`config.mk`:
```
export PLATFORM = sky130hd
export DESIGN_NAME = uart_rx_flat
export DESIGN_NICKNAME = d
export VERILOG_FILES = /design/src/rtl/uart_rx_if.sv /design/src/rtl/uart_rx.sv /design/src/flat_wrapper.sv
export SDC_FILE = /design/constraint.sdc
export NUM_CORES = 1
export LEC_CHECK = 0
export ABC_AREA = 1
export CAP_MARGIN = 25
export CORE_AREA = 2 2 68 70
export CTS_BUF_LIST = sky130_fd_sc_hd__clkbuf_2
export CTS_CLUSTER_SIZE = 28
export DETAILED_ROUTE_END_ITERATION = 16
export DIE_AREA = 0 0 70 72
export GPL_TIMING_DRIVEN = 0
export PLACE_DENSITY_LB_ADDON = 0.25
export SLEW_MARGIN = 10
export SYNTH_ARGS = -nofsm -noshare
export SYNTH_HDL_FRONTEND = slang
export SYNTH_SLANG_ARGS = --single-unit
```
`constraint.sdc`:
```
create_clock -name i_CLK -period 3.2 [get_ports i_CLK]
set_clock_uncertainty 0.05 [all_clocks]
set_input_delay 0.64 -clock i_CLK [delete_from_list [all_inputs] [get_ports i_CLK]]
set_output_delay 0.64 -clock i_CLK [all_outputs]
set_load 0.03 [all_outputs]
```
`src/rtl/uart_rx_if.sv`:
```
// Received-byte bus: byte, one-cycle valid strobe and one-cycle frame-error strobe.
interface uart_rx_if;
    logic [7:0] data_dat;
    logic       data_vld;
    logic       frame_err;

    modport master (output data_dat, output data_vld, output frame_err);
    modport slave  (input  data_dat, input  data_vld, input  frame_err);
endinterface

```
`src/rtl/uart_rx.sv`:
```
// 8N1 UART receiver sampling each bit at mid-bit; valid/frame-error pulse ~2+H+9*bit cycles after start edge.
// No backpressure: each byte is presented for exactly one cycle and held until the next good frame.
module uart_rx #(
    parameter int unsigned c_CYCLES_PER_BIT = 217
) (
    input  logic      i_CLK,
    input  logic      i_RESET,
    input  logic      serial_i,
    uart_rx_if.master rx_o
);

    localparam logic [15:0] LAST = 16'(c_CYCLES_PER_BIT - 1);
    localparam logic [15:0] HALF = 16'((c_CYCLES_PER_BIT - 1) / 2);

    typedef enum logic [2:0] {IDLE, START, DATA, STOP, CLEANUP} state_t;

    state_t      state_q;
    logic        sync1_q, sync2_q;
    logic [15:0] cnt_q;
    logic [2:0]  bit_idx_q;
    logic [7:0]  shreg_q;
    logic [7:0]  data_q;
    logic        vld_q;
    logic        ferr_q;
    logic        rx_s;

    // Synchronizer resets to the idle (high) line level.
    always_ff @(posedge i_CLK or negedge i_RESET) begin
        if (!i_RESET) begin
            sync1_q <= 1'b1;
            sync2_q <= 1'b1;
        end else begin
            sync1_q <= serial_i;
            sync2_q <= sync1_q;
        end
    end

    assign rx_s = sync2_q;

    always_ff @(posedge i_CLK or negedge i_RESET) begin
        if (!i_RESET) begin
            state_q   <= IDLE;
            cnt_q     <= '0;
            bit_idx_q <= '0;
            shreg_q   <= '0;
            data_q    <= '0;
            vld_q     <= 1'b0;
            ferr_q    <= 1'b0;
        end else begin
            vld_q  <= 1'b0;
            ferr_q <= 1'b0;
            case (state_q)
                IDLE: begin
                    cnt_q     <= '0;
                    bit_idx_q <= '0;
                    if (!rx_s) state_q <= START;
                end
                START: begin
                    if (cnt_q == HALF) begin
                        cnt_q   <= '0;
                        state_q <= rx_s ? IDLE : DATA;
                    end else begin
                        cnt_q <= cnt_q + 16'd1;
                    end
                end
                DATA: begin
                    if (cnt_q == LAST) begin
                        cnt_q              <= '0;
                        shreg_q[bit_idx_q] <= rx_s;
                        if (bit_idx_q == 3'd7) state_q <= STOP;
                        else                   bit_idx_q <= bit_idx_q + 3'd1;
                    end else begin
                        cnt_q <= cnt_q + 16'd1;
                    end
                end
                STOP: begin
                    if (cnt_q == LAST) begin
                        cnt_q   <= '0;
                        state_q <= CLEANUP;
                        if (rx_s) begin
                            data_q <= shreg_q;
                            vld_q  <= 1'b1;
                        end else begin
                            ferr_q <= 1'b1;
                        end
                    end else begin
                        cnt_q <= cnt_q + 16'd1;
                    end
                end
                // A break or stuck-low line must go high before another start is accepted.
                CLEANUP: begin
                    cnt_q     <= '0;
                    bit_idx_q <= '0;
                    if (rx_s) state_q <= IDLE;
                end
                default: state_q <= IDLE;
            endcase
        end
    end

    assign rx_o.data_dat  = data_q;
    assign rx_o.data_vld  = vld_q;
    assign rx_o.frame_err = ferr_q;

endmodule

```
`src/flat_wrapper.sv`:
```
// flat-port wrapper written by rule: the top's interface ports become plain ports
module uart_rx_flat 
#(
    parameter int unsigned c_CYCLES_PER_BIT = 217
)
  (i_CLK, i_RESET, serial_i, rx_o_data_dat, rx_o_data_vld, rx_o_frame_err);
  uart_rx_if rx_o_i ();
  input  logic i_CLK;
  input  logic i_RESET;
  input  logic serial_i;
  output wire logic [$bits(rx_o_i.data_dat)-1:0] rx_o_data_dat;
  output wire logic [$bits(rx_o_i.data_vld)-1:0] rx_o_data_vld;
  output wire logic [$bits(rx_o_i.frame_err)-1:0] rx_o_frame_err;
  assign rx_o_data_dat = rx_o_i.data_dat;
  assign rx_o_data_vld = rx_o_i.data_vld;
  assign rx_o_frame_err = rx_o_i.frame_err;
  uart_rx #(.c_CYCLES_PER_BIT(c_CYCLES_PER_BIT)) u_core (.i_CLK(i_CLK), .i_RESET(i_RESET), .serial_i(serial_i), .rx_o(rx_o_i));
endmodule
```
==> results.json, run 1 <==
{
  "numCtsBuffers": 5,
  "period_needed_ps": 2192,
  "cp-startpoint": "u_core.rx_o.data_dat[7]",
  "endpoint": "rx_o_data_dat[7]",
  "port_buffers": 12,
  "num_vias": 1940,
  "fmax_mhz": 456.2,
  "drc_errors": 0,
  "post-cts-setup-buffers": 0,
  "die_h_um": 72,
  "max_stage_delay_ps": 670,
  "status": "finished, final reports clean",
  "r2r_cells": 10,
  "drv_cap": 0,
  "finalSetupViolations": 0,
  "insertion_delay_ps": 420,
  "synth_common_cells": "nand2_1, inv_1, nor2_1, dfrtp_1, nand3_1",
  "avgSynthCellArea_um2": 7.227,
  "synth_warnings": 0,
  "pre_cts_slack_ps": 1502,
  "ys_top_cells_by_area": "dfrtp_1, nand2_1, inv_1, nor2_1, nand3_1",
  "grt_start_max_net_pins": 28,
  "crit_path_end_kind": "output port",
  "syn_area_um2": 2320,
  "ant_nets": 0,
  "clock_sinks": 42,
  "power.leakage_nw": 1.367,
  "hold_viol_final": 0,
  "routed_via_density": 4.924,
  "place_area_um2": 2520,
  "setup_slack_ps": 1008,
  "ys_seq_elements": 42,
  "cts_tree": "built",
  "crit_required_ps": 2510,
  "grt_pass1_vias": 1753,
  "yosys.area.top_type": "dfrtp_1",
  "cts-root-buf": "clkbuf_2",
  "synth-seq-area-share": 0.4542,
  "wire_per_inst_um": 10.72,
  "cts_buffer_depth": 2,
  "relSlewSlack": 0.7248,
  "layout-drive-gt1-share": 0.09357,
  "p_per_area_nw_per_um2": 308.1,
  "placementRows": 24,
  "peakVddDrop_uv": 188.8,
  "routed_wl_um": 4224,
  "critPathKind": "reg2out",
  "post_cts_resized": 0,
  "regToRegStartpoint": "u_core.cnt_q[0]",
  "final_util": 0.6018,
  "worstHoldPathType": "in2async",
  "rrSetupSlack_ps": 1490,
  "die_w_um": 70,
  "overflow": 0,
  "gr-usage-all-layers": 0.1923,
  "path_clk_slew_ps": 230,
  "drtIter0Drc": 130,
  "dieArea_um2": 5040,
  "diodes": 0,
  "synthArstFlopShare": 1.000,
  "setup_tns_ps": 0,
  "path_depth": 1,
  "grt_pass1_wl_um": 7700,
  "htreeDepth": 2,
  "start_kind": "flip-flop",
  "path_buf_inv": 1,
  "fp.coreArea_um2": 4264,
  "regToRegEndpoint": "u_core.cnt_q[2]",
  "io_pins": 13,
  "yosysMostFrequentCell": "nand2_1",
  "synth_top_area_share": 0.4315,
  "gp_congestion": 0.8565,
  "synth_fp_nets": 328,
  "whs_ps": 45.64,
  "dp.cells": 386,
  "grt_antenna_before_repair": 0,
  "crit_chain": "clkdlybuf4s50_1",
  "worst_pin_slew_ps": 412.8,
  "total_power_mw": 0.7906,
  "final_cells": 394,
  "nets": 348,
  "ys_types": 24,
  "crit_fanout": 2,
  "dr.pass1.iters": 5,
  "crit_slowest_cell": "clkdlybuf4s50_1",
  "report.final.slew_viol_count": 0,
  "synth_edf_count": 0,
  "start_util": 0.5440,
  "cp_top_family": "buffers and inverters",
  "rsz0062_at_grt": "false",
  "netlist_instances": 321,
  "period_share": 0.6851,
  "ctsHoldBuffers": 0,
  "synth-main-ff-cell": "dfrtp_1",
  "worstPathArrival_ps": 1500,
  "dp.final_hpwl_um": 3148,
  "stdcell_area_um2": 2566,
  "syn_to_final_growth_pct": 10.63
}
==> worst reg2reg max path, delay by kind of cell, from the launching register on <==
family / cells / cell delay (ps)
adders and majority gates: 1 / 170
buffers and inverters: 3 / 300
DFF: 1 / 460
and+or+nand+nor: 6 / 650
==> how the worst min path moves through the flow <==
stage / from / endpoint / slack (ps) / cells past startpoint
2_1_floorplan: i_RESET / u_core.bit_idx_q[0] / 290 / 0
4_1_cts: i_RESET / u_core.cnt_q[7] / 30 / 1
3_5_place_dp: u_core.sync1_q / u_core.rx_s / 300 / 0
6_report: i_RESET / u_core.cnt_q[9] / 50 / 1
5_1_grt: i_RESET / u_core.cnt_q[7] / 30 / 1
3_3_place_gp: u_core.sync1_q / u_core.rx_s / 300 / 0
==> cells by family after synthesis <==
kind of cell	count (synthesis)	share of synthesized area
flip-flops	42	0.4542
AND/OR/NAND/NOR	206	0.3873
buffers and inverters	50	0.08954
adder cells (fa/ha/maj)	4	0.02158
XOR/XNOR	2	0.007553
AO/OA/AOI/OAI	17	0.03991
==> routing by layer <==
| metal | global-route usage | vias to the layer above | part of all wire |
|---|---|---|---|
| li1 | - | 1020 | - |
| met1 | 0.2613 | 867 | 0.52 |
| met2 | 0.3048 | 44 | 0.42 |
| met3 | 0.05278 | 9 | 0.050 |
| met4 | 0.05769 | 0 | 0.014 |
| met5 | 0 | - | 0 |
==> sequential cells by signal (all words and copies together), names as in the netlist <==
| name | flops |
|---|---|
| u_core.bit_idx_q | 3 |
| u_core.cnt_q | 16 |
| u_core.rx_o.data_dat | 8 |
| u_core.rx_o.data_vld | 1 |
| u_core.rx_o.frame_err | 1 |
| u_core.rx_s | 1 |
| u_core.shreg_q | 8 |
| u_core.state_q | 3 |
| u_core.sync1_q | 1 |
==> final cells by class <==
class / instances / area (um^2)
Sequential cell: 42 / 1054
Buffer: 2 / 22.52
Fill cell: 408 / 1698
Inverter: 48 / 185.2
Multi-Input combinational cell: 229 / 1059
Timing Repair Buffer: 13 / 135.1
Clock inverter: 3 / 21.27
Tap cell: 52 / 65.06
Clock buffer: 5 / 25.02
==> report_power, final <==
| part | switching [mW] | internal, mW |
|---|---|---|
| combinational | 0.0125 | 0.00432 |
| clock | 0.185 | 0.0536 |
| sequential | 0.00133 | 0.534 |
==> cell usage in the layout (no fill, tap or decap), drive strengths merged <==
cell type,count
a21o,1
a21oi,3
buf,4
clkbuf,5
clkdlybuf4s50,11
clkinv,3
clkinvlp,1
dfrtp,40
dfstp,2
ha,4
inv,47
nand2,129
nand3,18
nand3b,1
nand4,8
nor2,49
nor3,1
o21ai,11
o21bai,2
xor2,2
Power figures use the tool's default switching activity.
==> run 2: changes to the inputs <==
==> constraint.sdc (replaced) <==
create_clock -name i_CLK -period 1.89 [get_ports i_CLK]
set_clock_uncertainty 0.05 [all_clocks]
set_input_delay 0.378 -clock i_CLK [delete_from_list [all_inputs] [get_ports i_CLK]]
set_output_delay 0.378 -clock i_CLK [all_outputs]
set_load 0.03 [all_outputs]
==> run 2 against run 1 <==
Effect of this change: setup slack worse by 830 ps; critical path depth up 9; hold slack better by 240 ps; global-route usage unchanged; die area unchanged; count of clock-buffer cells in the layout unchanged; critical path type is now reg2reg; critical endpoint is now u_core.cnt_q[2]; largest cell class unchanged; highest routed layer unchanged.
==> results.json, run 2 (synthesized netlist as in run 1, its figures left out) <==
{
  "overflow": 0,
  "num_vias": 1938,
  "cts-root-buf": "clkbuf_2",
  "syn_to_final_growth_pct": 10.52,
  "regToRegEndpoint": "u_core.cnt_q[2]",
  "hold_viol_final": 0,
  "swShare": 0.2520,
  "peakVddDrop_uv": 319.3,
  "status": "finished, final reports clean",
  "place_area_um2": 2520,
  "combPwrFrac": 0.022,
  "drc_errors": 0,
  "crit_required_ps": 2180,
  "io_pins": 13,
  "regMostFlops": "u_core.cnt_q",
  "r2r_cells": 10,
  "crit_path_end_kind": "flip-flop",
  "die_w_um": 70,
  "numCtsBuffers": 5,
  "pwr-share-clk": 0.302,
  "cts_tree": "built",
  "stdcell_area_um2": 2564,
  "insertion_delay_ps": 430,
  "max_stage_delay_ps": 460,
  "diodes": 0,
  "gr-usage-all-layers": 0.1923,
  "grt_pass1_vias": 1756,
  "path_clk_slew_ps": 210,
  "fmax_mhz": 584.4,
  "final_cell_mix": "nand2_1, inv_1, nor2_1",
  "fp.coreArea_um2": 4264,
  "internal_power_mw": 1.004,
  "htreeDepth": 2,
  "drtIter0Drc": 151,
  "regToRegStartpoint": "u_core.cnt_q[0]",
  "cp_top_family": "simple AND/OR/NAND/NOR gates",
  "placementRows": 24,
  "rsz0062_at_grt": "false",
  "wire_per_inst_um": 10.69,
  "layout-drive-gt1-share": 0.09329,
  "period_needed_ps": 1711,
  "hold_end": "u_core.sync1_q",
  "p_seq_frac": 0.676,
  "routed_via_density": 4.906,
  "worst_pin_slew_ps": 415.0,
  "layout_commonest_cell": "nand2_1",
  "gp_congestion": 0.8565,
  "routed_wl_um": 4223,
  "relSlewSlack": 0.7233,
  "fillers": 406,
  "finalSetupViolations": 0,
  "holdCritStartpoint": "serial_i",
  "path_buf_inv": 3,
  "dp.final_hpwl_um": 3148,
  "crit_slowest_cell": "dfrtp_1",
  "rrSetupSlack_ps": 180,
  "hold_depth": 1,
  "critPathKind": "reg2reg",
  "drv_cap": 0,
  "largest_reg_flops": 16,
  "netSwitchingPower_mw": 0.3381,
  "crit_fanout": 10,
  "whs_ps": 282.3,
  "worstHoldPathType": "in2reg",
  "ant_nets": 0,
  "dieArea_um2": 5040,
  "cts_buffer_depth": 2,
  "start_kind": "flip-flop",
  "power.leakage_nw": 1.420,
  "clock_sinks": 42,
  "grt_pass1_wl_um": 7700,
  "period_share": 0.9053,
  "worstPathArrival_ps": 2000,
  "p_per_area_nw_per_um2": 523.4,
  "start_util": 0.5440,
  "port_buffers": 12,
  "post-cts-setup-buffers": 0,
  "die_h_um": 72,
  "grt_start_max_net_pins": 28,
  "dr.pass1.iters": 5,
  "report.final.slew_viol_count": 0,
  "nets": 349,
  "grt_antenna_before_repair": 0,
  "crit_chain": "inv_1 -> ha_1 -> nand4_1 -> nor2_2 -> nand2_4 -> nand2_4 -> nand3_2 -> buf_6 -> nand2_1 -> inv_1"
}
-- run 2: cell count changes in the layout (fill, tap and decap cells not counted) --
cell,previous run,this run
dlygate4sd3_1,0,1
clkdlybuf4s50_1,11,1
dlygate4sd2_1,0,10
-- run 2: worst register-to-register path: cells and delay by family (launching register included) --
kind | cells | cell delay, ps
buffers and inverters | 3 | 300
AND/OR/NAND/NOR | 6 | 650
adder cells (fa/ha/maj) | 1 | 170
flip-flops | 1 | 460
-- run 2: metrics by stage --
step	utilization	setup slack [ps]	setup TNS, ps	power, mW	instances
global route	0.6012	22.68	0	1.401	395
finish	0.6012	178.9	0	1.342	395
CTS	0.6012	159.2	0	1.361	395
detailed placement	0.5910	202.2	0	0.9517	386
floorplan	-	387.4	0	0.9241	321
global placement	0.5874	-681.9	-27730	0.9474	385
-- run 2: what timing repair did --
action / CTS / global route
hold buffers: 1 / 0
endpoints found under the hold margin: 13 / 0
endpoints found under the setup margin: 10 / 0
gates resized for setup: 10 / 0
-- run 2: how the worst max path moves through the flow --
stage / startpoint / endpoint / cells past startpoint
finish: u_core.cnt_q[0] / u_core.cnt_q[2] / 10
global route: u_core.cnt_q[0] / u_core.cnt_q[8] / 10
CTS: u_core.cnt_q[0] / u_core.cnt_q[2] / 10
detailed placement: u_core.cnt_q[0] / u_core.cnt_q[2] / 10
global placement: i_RESET / u_core.bit_idx_q[2] / 1
floorplan: u_core.cnt_q[0] / u_core.cnt_q[12] / 10
-- run 2: metal layers --
| layer | wire length (um) | vias to the layer above | global-route usage | part of all wire |
|---|---|---|---|---|
| met5 | 0 | - | 0 | 0 |
| met4 | 47 | 0 | 0.05769 | 0.011 |
| met3 | 201 | 6 | 0.05278 | 0.048 |
| met2 | 1786 | 38 | 0.3048 | 0.42 |
| met1 | 2188 | 872 | 0.2613 | 0.52 |
| li1 | - | 1022 | - | - |
-- run 2: power groups by stage --
stage	Sequential (mW)	Clock, mW	Combinational, mW
after global placement	0.922	0	0.0256
after detailed placement	0.922	0	0.0300
final	0.907	0.405	0.0301
after CTS	0.907	0.422	0.0317
after global routing	0.907	0.458	0.0352
after floorplan	0.922	0	0.00259
-- run 2: area by class of cell --
| cell class | instances | area (um^2) | area share |
|---|---|---|---|
| Clock buffer | 5 | 25.02 | 0.009761 |
| Multi-Input combinational cell | 229 | 1059 | 0.4129 |
| Buffer | 2 | 22.52 | 0.008785 |
| Inverter | 48 | 185.2 | 0.07223 |
| Sequential cell | 42 | 1054 | 0.4109 |
| Tap cell | 52 | 65.06 | 0.02538 |
| Clock inverter | 3 | 21.27 | 0.008297 |
| Timing Repair Buffer | 14 | 132.6 | 0.05173 |
==> run 3: changes to the inputs <==
--- a/config.mk
+++ b/config.mk
@@ -7,13 +7,16 @@
 export LEC_CHECK = 0
 export ABC_AREA = 1
 export CAP_MARGIN = 25
-export CORE_AREA = 2 2 68 70
+export CELL_PAD_IN_SITES_DETAIL_PLACEMENT = 0
+export CELL_PAD_IN_SITES_GLOBAL_PLACEMENT = 1
+export CORE_AREA = 2 2 79 81
 export CTS_BUF_LIST = sky130_fd_sc_hd__clkbuf_2
 export CTS_CLUSTER_SIZE = 28
 export DETAILED_ROUTE_END_ITERATION = 16
-export DIE_AREA = 0 0 70 72
+export DIE_AREA = 0 0 81 83
 export GPL_TIMING_DRIVEN = 0
 export PLACE_DENSITY_LB_ADDON = 0.25
+export RECOVER_POWER = 50
 export SLEW_MARGIN = 10
 export SYNTH_ARGS = -nofsm -noshare
 export SYNTH_HDL_FRONTEND = slang
==> run 3 against run 2 <==
Effect of this change: critical path depth is the same; first-iteration DRC count fell by 60%; die area is 33% higher; fmax rose by 1.2%; design area is 1.8% higher; critical endpoint is now u_core.cnt_q[12]; critical path type unchanged.
==> results.json, run 3 (synthesized netlist as in run 1, its figures left out) <==
{
  "final_cell_mix": "nand2_1, inv_1, nor2_1",
  "layout_commonest_cell": "nand2_1",
  "rsz0062_at_grt": "false",
  "report.final.slew_viol_count": 0,
  "gp_congestion": 0.7798,
  "period_needed_ps": 1691,
  "syn_to_final_growth_pct": 12.51,
  "htreeDepth": 2,
  "die_h_um": 83,
  "crit_fanout": 10,
  "grt_antenna_before_repair": 0,
  "crit_required_ps": 2180,
  "dieArea_um2": 6723,
  "path_clk_slew_ps": 250,
  "fmax_mhz": 591.5,
  "final_util": 0.4488,
  "whs_ps": 324.2,
  "cts_buffer_depth": 2,
  "insertion_delay_ps": 420,
  "drc_errors": 0,
  "worst_pin_slew_ps": 929.7,
  "cts-root-buf": "clkbuf_2",
  "power.leakage_nw": 1.424,
  "grt_pass1_vias": 1830,
  "grt_pass1_wl_um": 8445,
  "p_per_area_nw_per_um2": 527.4,
  "worstPathArrival_ps": 1980,
  "crit_path_end_kind": "flip-flop",
  "grt_start_max_net_pins": 29,
  "hold_viol_final": 0,
  "pre_cts_slack_ps": 177.1,
  "dp.cells": 409,
  "placementRows": 28,
  "status": "finished, final reports clean",
  "r2r_cells": 10,
  "critPathKind": "reg2reg",
  "start_kind": "flip-flop",
  "cts_tree": "built",
  "routed_via_density": 4.539,
  "period_share": 0.8945,
  "holdCritStartpoint": "u_core.sync1_q",
  "clock_sinks": 42,
  "layout-drive-gt1-share": 0.09302,
  "diodes": 0,
  "final_cells": 419,
  "regMostFlops": "u_core.cnt_q",
  "ant_nets": 0,
  "relSlewSlack": 0.3802,
  "regToRegEndpoint": "u_core.cnt_q[12]",
  "num_vias": 1902,
  "hold_depth": 0,
  "fp.coreArea_um2": 5816,
  "gr-usage-all-layers": 0.1597,
  "hold_end": "u_core.rx_s",
  "routed_wl_um": 4709,
  "peakVddDrop_uv": 218.8,
  "finalSetupViolations": 0,
  "setup_slack_ps": 199.4,
  "start_util": 0.3989,
  "port_buffers": 12,
  "die_w_um": 81,
  "largest_reg_flops": 16,
  "dp.final_hpwl_um": 3550,
  "worstHoldPathType": "reg2reg",
  "nets": 350,
  "regToRegStartpoint": "u_core.cnt_q[0]",
  "dr.pass1.iters": 4,
  "wire_per_inst_um": 11.24,
  "drtIter0Drc": 60,
  "rrSetupSlack_ps": 200,
  "numCtsBuffers": 5,
  "io_pins": 13,
  "fillers": 631,
  "stdcell_area_um2": 2610,
  "drv_cap": 0,
  "overflow": 0,
  "place_area_um2": 2549
}
-- run 3: cell types whose count changed in the layout (fill, tap and decap cells not counted), sizes merged --
| cell | previous run | this run |
|---|---|---|
| clkbuf | 5 | 6 |
| clkdlybuf4s50 | 1 | 0 |
| clkinv | 3 | 2 |
| dlygate4sd3 | 1 | 2 |
| inv | 47 | 48 |
-- run 3: per-stage QoR --
stage	TNS, ps	total power [mW]
2_1_floorplan	0	0.9241
3_3_place_gp	-31750	0.9488
3_5_place_dp	0	0.9530
4_1_cts	0	1.401
5_1_grt	0	1.446
6_report	0	1.377
-- run 3: worst max-delay path, stage by stage, from the launching register on --
cell and delay [ps]:
dfrtp_1 460, inv_1 80, ha_1 160, nand4_1 110, nor2_2 180, nand2_4 110
nand2_4 110, nand3_4 90, buf_6 160, nand2_1 60, nor2_1 40
-- run 3: worst max-delay path by stage --
stage	startpoint	to	cells past startpoint
after floorplan	u_core.cnt_q[0]	u_core.cnt_q[12]	10
after global placement	i_RESET	u_core.rx_o.frame_err	1
after detailed placement	u_core.cnt_q[0]	u_core.cnt_q[8]	10
after CTS	u_core.cnt_q[0]	u_core.cnt_q[12]	10
after global routing	u_core.cnt_q[1]	u_core.cnt_q[9]	10
final	u_core.cnt_q[0]	u_core.cnt_q[12]	10
-- run 3: what timing repair did --
item                                   4_1_cts  5_1_grt
setup endpoints to repair                   10        4
endpoints found under the hold margin       12        0
pin swaps                                    0        1
buffers inserted                             0        1
hold buffers                                 1        0
gates resized for setup                     10        1
-- run 3: routing by layer --
| layer | wire, um | GRT usage | up-vias |
|---|---|---|---|
| li1 | - | - | 1023 |
| met1 | 2363 | 0.2244 | 844 |
| met2 | 2094 | 0.2472 | 30 |
| met3 | 203 | 0.03587 | 5 |
| met4 | 46 | 0.04160 | 0 |
| met5 | 0 | 0 | - |
-- run 3: final cells by class --
cell class                      count  area, um^2  area share
Clock buffer                        5       25.02    0.009588
Sequential cell                    42        1054      0.4036
Multi-Input combinational cell    229        1066      0.4084
Timing Repair Buffer               15       138.9     0.05321
Buffer                              2       22.52    0.008629
Tap cell                           75       93.84     0.03595
Inverter                           48       185.2     0.07095
Clock inverter                      3       25.02    0.009588
-- run 3: power breakdown --
| group | switching, mW | internal, mW |
|---|---|---|
| clock | 0.341 | 0.0985 |
| sequential | 0.00212 | 0.905 |
| combinational | 0.0219 | 0.00801 |
| total | 0.365 | 1.01 |
